File: config.mk
export PLATFORM = sky130hd
export DESIGN_NAME = instr_loader
export DESIGN_NICKNAME = d
export VERILOG_FILES = /design/src/rtl/instr_loader.sv
export SDC_FILE = /design/constraint.sdc
export NUM_CORES = 1
export LEC_CHECK = 0
export BUFFER_PORTS_ARGS = -buffer_cell sky130_fd_sc_hd__buf_2
export CAP_MARGIN = 30
export CELL_PAD_IN_SITES_DETAIL_PLACEMENT = 1
export CELL_PAD_IN_SITES_GLOBAL_PLACEMENT = 2
export CORE_MARGIN = 8
export CORE_UTILIZATION = 39
export DETAILED_ROUTE_END_ITERATION = 6
export MAX_ROUTING_LAYER = met4
export PLACE_DENSITY = 0.86
export SLEW_MARGIN = 20
export SYNTH_ARGS = -nofsm -noshare
export SYNTH_HDL_FRONTEND = slang
export SYNTH_SLANG_ARGS = --single-unit
File: constraint.sdc
create_clock -name i_clock -period 12.7 [get_ports i_clock]
set_input_delay 2.54 -clock i_clock [delete_from_list [all_inputs] [get_ports i_clock]]
set_output_delay 2.54 -clock i_clock [all_outputs]
set_load 0.01 [all_outputs]
File: src/rtl/instr_loader.sv
// rtl/instr_loader.sv - assembles UART bytes into 32-bit words and writes them to instruction memory
// Stops after the HALT word or the last memory slot, then holds o_done until the next start.
module instr_loader #(
   parameter int                    DATA_WIDTH = 32,
   parameter int                    MEM_DEPTH  = 32,
   parameter logic [DATA_WIDTH-1:0] HALT_WORD  = 32'hFFFFFFFF
) (
   input  logic                  i_clock,
   input  logic                  i_reset,
   input  logic                  i_start,
   input  logic [7:0]            i_rx_data,
   input  logic                  i_rx_done,
   output logic                  o_loading,
   output logic [DATA_WIDTH-1:0] o_address,
   output logic [DATA_WIDTH-1:0] o_instruccion,
   output logic                  o_done,
   output logic [DATA_WIDTH-1:0] o_word_count
);

   typedef enum logic [1:0] {
      IDLE,
      RECV,
      WRITE,
      DONE
   } state_t;

   localparam logic [DATA_WIDTH-1:0] LAST_ADDR = DATA_WIDTH'(MEM_DEPTH - 1);

   state_t                  state;
   logic [1:0]              byte_index;
   // Only the first three bytes are buffered; the fourth goes straight into o_instruccion.
   logic [DATA_WIDTH-9:0]   shift;

   always_ff @(posedge i_clock or posedge i_reset) begin
      if (i_reset) begin
         state         <= IDLE;
         byte_index    <= 2'd0;
         shift         <= '0;
         o_loading     <= 1'b0;
         o_address     <= '0;
         o_instruccion <= '0;
         o_done        <= 1'b0;
         o_word_count  <= '0;
      end else begin
         case (state)
            IDLE, DONE: begin
               if (i_start) begin
                  state        <= RECV;
                  byte_index   <= 2'd0;
                  shift        <= '0;
                  o_loading    <= 1'b0;
                  o_address    <= '0;
                  o_done       <= 1'b0;
                  o_word_count <= '0;
               end
            end

            RECV: begin
               if (i_start) begin
                  byte_index   <= 2'd0;
                  shift        <= '0;
                  o_address    <= '0;
                  o_word_count <= '0;
               end else if (i_rx_done) begin
                  shift      <= {shift[DATA_WIDTH-17:0], i_rx_data};
                  byte_index <= byte_index + 2'd1;
                  if (byte_index == 2'd3) begin
                     o_instruccion <= {shift, i_rx_data};
                     o_loading     <= 1'b1;
                     state         <= WRITE;
                  end
               end
            end

            WRITE: begin
               o_loading <= 1'b0;
               if (i_start) begin
                  state        <= RECV;
                  byte_index   <= 2'd0;
                  shift        <= '0;
                  o_address    <= '0;
                  o_word_count <= '0;
               end else begin
                  o_word_count <= o_word_count + 1'b1;
                  if (o_instruccion == HALT_WORD || o_address == LAST_ADDR) begin
                     state  <= DONE;
                     o_done <= 1'b1;
                  end else begin
                     o_address  <= o_address + 1'b1;
                     byte_index <= 2'd0;
                     state      <= RECV;
                  end
               end
            end

            default: state <= IDLE;
         endcase
      end
   end

endmodule

# [Word level (Yosys, flattened, before mapping)]
# Cells that the tools add are included.
[op_classes] add_sub_neg=3 n_mul=0 n_div=0 magnitude_cmp=0 eq_ne=16 shift=0 muxes=31 n_bitwise=1 n_reduce_logical=12
[ops] cell="2-to-1 mux 32 bit" count=4
[ops] cell="case mux 32 bit (2 select lines)" count=2
[ops] cell="2-to-1 mux 24 bit" count=3
[ops] cell="adder 32 x 1 -> 32 bit, second input constant" count=2
[ops] cell="case mux 24 bit (2 select lines)" count=1
[ops] cell="== test 32 bit, second input constant" count=1
[ops] cell="== test 32 x 5 -> 1 bit, second input constant" count=1
[ops] cell="2-to-1 mux 2 bit" count=11
[ops] cell="!= test 2 bit, second input constant" count=6
[ops] cell="case mux 2 bit (3 select lines)" count=2
[ops] cell="AND reduction 4 bit" count=3
[ops] cell="== test 2 bit, second input constant" count=3
[ops] cell="2-to-1 mux 1 bit" count=6
[ops] cell="!= test 3 bit, second input constant" count=2
[ops] cell="OR reduction 3 bit" count=2
[ops] cell="!= test 2 x 1 -> 1 bit, second input constant" count=2
[ops] cell="AND reduction 2 bit" count=2
[ops] cell="case mux 1 bit (3 select lines)" count=1
[ops] cell="AND reduction 3 bit" count=1
[ops] cell="adder 2 x 1 -> 2 bit, second input constant" count=1
[ops] cell="== test 2 x 1 -> 1 bit, second input constant" count=1
[ops] cell="zero test 2 bit" count=1
[ops] cell="case mux 1 bit (2 select lines)" count=1
[ops] cell="nonzero test 2 bit" count=1
[ops] cell="3 further kinds" count=3
[word_totals] regBits=126 latchBits=0 ramBits=0 mem_bits_ro=0 inputBits=12 output_inout_bits=98 word_cells=71 n_memories=0

# [Depth between registers and ports, before layout]
# Gate-level depths: netlist of the first run.
[logic_depth] ltp_word=5 ltp_mapped=9 mapped_depth_nobuf=7

# [Least setup slack after synthesis of the first run]
# OpenSTA, ideal clock, no wires.
[synth_timing] kind="input port to flip-flop" start="in i_start" end="reg o_address[10]" setup_ns=0.133 t_arrival_ns=3.732 required_ns=12.567 slack_ns=8.835 cell_stages=4 path_buffers=3 path_cell_list="buf_1 > buf_6 > dlygate4sd3_1 > a21oi_1"
[synth_via] elab_chain_cells=2 elab_cells_between_ends=5 classes_between="eq/ne: 2; mux: 2; reduce/logical: 1"
[synth_lines] element="start: declaration" line_no="10" source="input logic i_start,"
[synth_lines] element="2-to-1 mux 32 bit, or another cell as far along" line_no="77" source="if (i_start) begin"
[synth_lines] element="case mux 32 bit (2 select lines) / AND reduction 2 bit (equally long branches)"
[synth_lines] element="end signal: assignment" line_no="89" source="o_address <= o_address + 1'b1;"
[synth_lines] element="end: declaration" line_no="14" source="output logic [DATA_WIDTH-1:0] o_address,"
# Several ways; a longest one is shown, not always the timed one.
# A chain may end at the register's enable or synchronous reset.

# [Worst setup path in the final report of the first run]
[layout_timing] start="in i_start" end="reg o_instruccion[28]"
[layout_via] elab_chain_cells=2
[layout_lines] element="NOT 1 bit (no line)"
[layout_lines] element="AND reduction 4 bit (no line)"
[layout_lines] element="end signal: assignment" line_no="68" source="o_instruccion <= {shift, i_rx_data};"
[layout_lines] element="end: declaration" line_no="15" source="output logic [DATA_WIDTH-1:0] o_instruccion,"
# No other way between the ends.

==> flow_metrics.env, run 1 <==
export IMPL_cts_root_buf="clkbuf_16"
export IMPL_place_hpwl_mm=11.8
export IMPL_cts_buffer_depth=2
export IMPL_cp_required_ps=13010
export IMPL_critical_path_slowest_cell="buf_4"
export IMPL_worst_slew_pin_slew_ps=860
export IMPL_p_leak_nw=3.48
export IMPL_die_width_um=140
export IMPL_finalClockSkew_ps=8.01
export IMPL_period_share_pct=36.3
export IMPL_areaGrowthSynthToFinish_pct=20.9
export IMPL_ff_latch_area_um2=3150
export IMPL_layout_min_cycle_time_ps=4610
export IMPL_path_buf_inv=4
export IMPL_fmax_ghz=0.217
export IMPL_syn_area_um2=6030
export IMPL_clock_latency_ps=430
export IMPL_num_vias=4918
export IMPL_final_hold_viol_count=0
export IMPL_start_kind="input port"
export IMPL_hp_class="flop to flop"
export IMPL_relSlewSlack_pct=42.7
export IMPL_final_layout_size_suffix_gt1_share_pct=29.8
export IMPL_yosys_top_cells_area="dfrtp_1 52%, mux2_2 7.1%, a22o_1 3.5%"
export IMPL_synthArstFlopShare_pct=100
export IMPL_routedWlPerCell_um=19.7
export IMPL_cts_setup_buffers=0
export IMPL_power_density_nw_per_um2=141
export IMPL_final_max_slew_violation_count=0
export IMPL_path_cells="buf_2 > buf_4 > nor2_1 > buf_4 > nand2_1 > buf_4 > mux2_2"
export IMPL_synth_most_common_cell="dfrtp_1"
export IMPL_synth_seq_area_share_pct=52.3
export IMPL_synth_area_per_cell_um2=10.9
export IMPL_ctsResizeCount=0
export IMPL_rsz0062_at_grt="false"
export IMPL_cpMostUsedCell="buf_4"
export IMPL_fin_nets=680
export IMPL_synth_top_area_share_pct=52.3
export IMPL_power_mw=1.03
export IMPL_die_area_um2=19700
export IMPL_cpPeakStageDelay_ps=620
export IMPL_grt_usage_pct=18.4
export IMPL_cp_top_family="buffers and inverters"
export IMPL_port_buffers=109
export IMPL_setup_viol=0
export IMPL_yosysWarnings=0
export IMPL_antenna_cells=0
export IMPL_drtIter0Drc=256
export IMPL_vias_per_cell=5.70
export IMPL_grt_pass1_wl_mm=28.3
export IMPL_final_setup_tns_ps=0
export IMPL_synth_commonest_cells="126 x dfrtp_1, 42 x nor2_1, 38 x mux2_2"
export IMPL_wirelength_mm=17.0
export IMPL_multi_input_area_um2=2670
export IMPL_antenna_found_initial=0
export IMPL_nFillCells=1689
export IMPL_die_y_um=140
export IMPL_final_area_um2=7280
export IMPL_synth_cells=554
export IMPL_hold_ws_ps=498
export IMPL_outcome="completed"
export IMPL_path_class="input port to flop"
export IMPL_syn_nets=572
export IMPL_ys_seq_elements=126
export IMPL_tritoncts="yes"
export IMPL_arrival_ps=4920
export IMPL_rows=45
export IMPL_antenna_left=0
export IMPL_cp_max_fo=77
export IMPL_stdcell_count=863
export IMPL_numCtsBuffers=17
export IMPL_floorplan_initialDensity_pct=39.8
export IMPL_irDropWorstVdd_mv=0.0972
export IMPL_synth_main_ff_cell="dfrtp_1"
export IMPL_clk_pin_slew_worst_paths_ps=60
export IMPL_routabilityCongestion=0.801
export IMPL_dp_cells=830
export IMPL_maxCapViolCount=0
export IMPL_dr_pass1_iters=5
export IMPL_yosys_area_top_type="dfrtp_1"
export IMPL_postCtsHoldBufs=0
export IMPL_cts_sinks=126
export IMPL_grt_max_degree=80
export IMPL_num_io_pins=110
export IMPL_placedInstanceArea_um2=6700
export IMPL_grt_ovfl_total=0
export IMPL_end_kind="flop"
export IMPL_synth_edff_count=0
export IMPL_grt_pass1_vias=5396
export IMPL_coreArea_um2=15100
export IMPL_ys_types=48
export IMPL_drc_errors=0
export IMPL_htreeDepth=4
==> sequential cells by signal (all words and copies together) (netlist names) <==
register	flops
o_instruccion	32
shift	24
o_word_count	32
o_done	1
o_address	32
byte_index	2
o_loading	1
state	2
==> path summary, 6_finish.rpt <==
check,endpoint,from,slack [ps],depth (start not counted)
setup / recovery,o_instruccion[28],i_start,8090,7
hold / removal,shift[17],shift[17],500,1
setup reg to reg,o_instruccion[28],state[1],10020,8
hold reg to reg,shift[17],shift[17],500,1
max in group asynchronous,o_word_count[10],i_reset,9340,4
min in group asynchronous,o_address[30],i_reset,2210,2
==> area by class of cell <==
type                    instances  area share [%]
clock buffers                  17            5.84
clock inverters                15            1.70
well taps                     188            3.23
repair buffers                117            8.54
multi-input cells             386            36.7
inverters                      14           0.756
flip-flops and latches        126            43.3
==> logic make-up after synthesis <==
kind of cell | after synthesis | synth area share, %
AOI/OAI and AO/OA | 99 | 11.0
muxes | 40 | 7.43
buffers and inverters | 42 | 3.55
xor gates and xnor gates | 27 | 3.92
adders and majority gates | 6 | 1.25
DFF | 126 | 52.3
and+or+nand+nor | 214 | 20.5
==> layer usage <==
layer / wire, um / share of wire [%] / global-route usage (%)
met5: 0 / 0 / -
met4: 186 / 1.1 / 5.60
met3: 677 / 4.0 / 4.96
met2: 8560 / 50 / 30.4
met1: 7560 / 45 / 21.5
==> per-stage QoR <==
| step | setup WS (ps) | util [%] |
|---|---|---|
| after detailed placement | 7610 | 44.2 |
| final | 8090 | 48.1 |
| after CTS | 8060 | 47.9 |
| after floorplan | 6800 | - |
| after global placement | 7730 | 44.2 |
| after global routing | 7860 | 48.1 |
==> power by group <==
group / switching (mW) / total (mW) / internal, mW
Combinational: 0.0778 / 0.122 / 0.0443
Clock: 0.200 / 0.455 / 0.255
Sequential: 0.0230 / 0.449 / 0.426
==> cell usage in the layout (no fill, tap or decap), types with 2 or more instances in the layout <==
cell       instances
clkinv_2           2
nor2b_1            6
and2_1             2
mux2_2            38
inv_6              8
mux2i_1            2
clkbuf_16         17
a22o_1            24
nand4_1           30
a31oi_1            3
a21oi_1           30
and3_1             5
buf_2            109
nor3_1             7
o21a_1             2
buf_4              6
nor4_1            20
or2_2              2
o31ai_1           17
inv_1             12
nor4_4             2
or3_1             14
xnor2_1           10
nand4_4            2
nand2_1           34
o21ai_0           17
dfrtp_1          126
clkinv_4           5
nand3_1           19
or4_1             17
ha_1               6
nor2_1            42
and4_1             4
xor2_1            17
No activity file was read; power rests on OpenSTA's default activity.
==> run 2, diff against run 1 <==
--- a/config.mk
+++ b/config.mk
@@ -10,10 +10,10 @@
 export CELL_PAD_IN_SITES_DETAIL_PLACEMENT = 1
 export CELL_PAD_IN_SITES_GLOBAL_PLACEMENT = 2
 export CORE_MARGIN = 8
-export CORE_UTILIZATION = 39
+export CORE_UTILIZATION = 36
 export DETAILED_ROUTE_END_ITERATION = 6
 export MAX_ROUTING_LAYER = met4
-export PLACE_DENSITY = 0.86
+export PLACE_DENSITY = 0.8
 export SLEW_MARGIN = 20
 export SYNTH_ARGS = -nofsm -noshare
 export SYNTH_HDL_FRONTEND = slang
==> constraint.sdc (replaced) <==
create_clock -name i_clock -period 4.3 [get_ports i_clock]
set_input_delay 0.86 -clock i_clock [delete_from_list [all_inputs] [get_ports i_clock]]
set_output_delay 0.86 -clock i_clock [all_outputs]
set_load 0.01 [all_outputs]
==> run 2 against run 1 <==
  * Count of clock-buffer cells in the layout is 2 higher
  * Worst setup slack lost 6400 ps
  * Global-route usage is 1.1 points lower
  * Via count is essentially flat
  * Combinational power increased to 2.9 times the previous value
  * Clock power increased to 3.1 times the previous value
  * First-iteration DRC count is 3.5% lower
  * Total power rose to 3.0 times the previous value
  * Register-to-register slack got worse by 8300 ps
  * Critical path depth unchanged
  * Final area increased by 0.69%
==> flow_metrics.env, run 2 (same netlist as run 1, synthesis figures left out) <==
export IMPL_die_area_um2=21100
export IMPL_relSlewSlack_pct=44.6
export IMPL_worst_slew_pin_slew_ps=831
export IMPL_layout_min_cycle_time_ps=2610
export IMPL_final_layout_size_suffix_gt1_share_pct=29.6
export IMPL_routedWlPerCell_um=19.4
export IMPL_drtIter0Drc=247
export IMPL_placedInstanceArea_um2=6760
export IMPL_reg_largest_list="o_address x32, o_instruccion x32, o_word_count x32"
export IMPL_coreArea_um2=16500
export IMPL_final_max_slew_violation_count=0
export IMPL_cts_setup_buffers=0
export IMPL_grt_usage_pct=17.3
export IMPL_die_width_um=145
export IMPL_start_kind="flop"
export IMPL_end_kind="flop"
export IMPL_layout_common_cells="126 x dfrtp_1, 110 x buf_2, 42 x nor2_1, 38 x mux2_2, 34 x nand2_1"
export IMPL_hold_ws_ps=496
export IMPL_grt_max_degree=66
export IMPL_fmax_ghz=0.383
export IMPL_num_vias=4914
export IMPL_rows=47
export IMPL_final_hold_viol_count=0
export IMPL_antenna_left=0
export IMPL_outcome="completed"
export IMPL_htreeDepth=4
export IMPL_drc_errors=0
export IMPL_vias_per_cell=5.48
export IMPL_dr_pass1_iters=4
export IMPL_ctsResizeCount=0
export IMPL_clk_pin_slew_worst_paths_ps=60
export IMPL_hp_class="flop to flop"
export IMPL_dp_cells=863
export IMPL_fin_nets=680
export IMPL_maxCapViolCount=0
export IMPL_p_leak_nw=3.49
export IMPL_arrival_ps=2890
export IMPL_cts_sinks=126
export IMPL_grt_ovfl_total=0
export IMPL_cts_buffer_depth=2
export IMPL_antenna_found_initial=1
export IMPL_stdcell_count=897
export IMPL_place_hpwl_mm=12.1
export IMPL_postCtsHoldBufs=0
export IMPL_final_area_um2=7330
export IMPL_cp_max_fo=17
export IMPL_floorplan_initialDensity_pct=36.6
export IMPL_cp_required_ps=4580
export IMPL_port_buffers=109
export IMPL_num_io_pins=110
export IMPL_routabilityCongestion=0.785
export IMPL_setup_viol=0
export IMPL_wirelength_mm=17.4
export IMPL_final_setup_tns_ps=0
export IMPL_path_class="flop to flop"
export IMPL_tritoncts="yes"
export IMPL_rsz0062_at_grt="false"
export IMPL_period_share_pct=60.7
export IMPL_final_common_cell="dfrtp_1"
export IMPL_numCtsBuffers=17
export IMPL_die_y_um=145
export IMPL_grt_pass1_vias=5379
export IMPL_irDropWorstVdd_mv=0.248
export IMPL_cts_root_buf="clkbuf_16"
export IMPL_finalClockSkew_ps=11.1
export IMPL_clock_latency_ps=420
export IMPL_grt_pass1_wl_mm=29.1
export IMPL_areaGrowthSynthToFinish_pct=21.7
export IMPL_power_density_nw_per_um2=418
[run 2: layout make-up]
| cell class | count | area (um2) |
|---|---|---|
| Fill cell | 1846 | 9130 |
| Sequential cell | 126 | 3150 |
| Multi-Input combinational cell | 386 | 2660 |
| Timing Repair Buffer | 117 | 616 |
| Clock buffer | 19 | 443 |
| Tap cell | 220 | 275 |
| Clock inverter | 13 | 129 |
| Inverter | 14 | 55.1 |
| Antenna cell | 2 | 5.00 |
[run 2: final timing paths]
check	startpoint	depth (start not counted)	slack, ps	end
hold / removal	shift[20]	1	500	shift[20]
hold reg to reg	shift[20]	1	500	shift[20]
setup reg to reg	state[0]	7	1690	o_word_count[28]
setup / recovery	state[0]	7	1690	o_word_count[28]
max in group asynchronous	i_reset	3	2840	o_address[19]
min in group asynchronous	i_reset	2	610	shift[18]
[run 2: per-layer routing]
layer	share of wire [%]	global-route usage [%]	routed length (um)	vias to the layer above
met2	50	28.1	8680	93
li1	-	-	-	2287
met1	45	20.6	7770	2515
met4	1.7	6.30	295	0
met5	0	-	0	-
met3	3.6	4.07	618	19
[run 2: worst max-delay path: stages, from the launching register on]
cell,delay [ps]
dfrtp_1,410
inv_1,70
ha_1,570
nand3_1,330
nor4_1,660
nand4_1,200
xor2_1,180
nor2_1,60
[run 2: through the flow]
stage | util [%] | power [mW] | setup WS, ps
after floorplan | - | 1.57 | 84.1
after CTS | 44.5 | 3.10 | 1680
after global placement | 41.0 | 1.68 | 1590
final | 44.5 | 3.07 | 1690
after global routing | 44.5 | 3.20 | 1330
after detailed placement | 41.0 | 1.70 | 1560
[run 2: power by group]
| part | switching (mW) | internal, mW |
|---|---|---|
| logic | 0.220 | 0.130 |
| clock network | 0.568 | 0.822 |
| registers | 0.0696 | 1.26 |
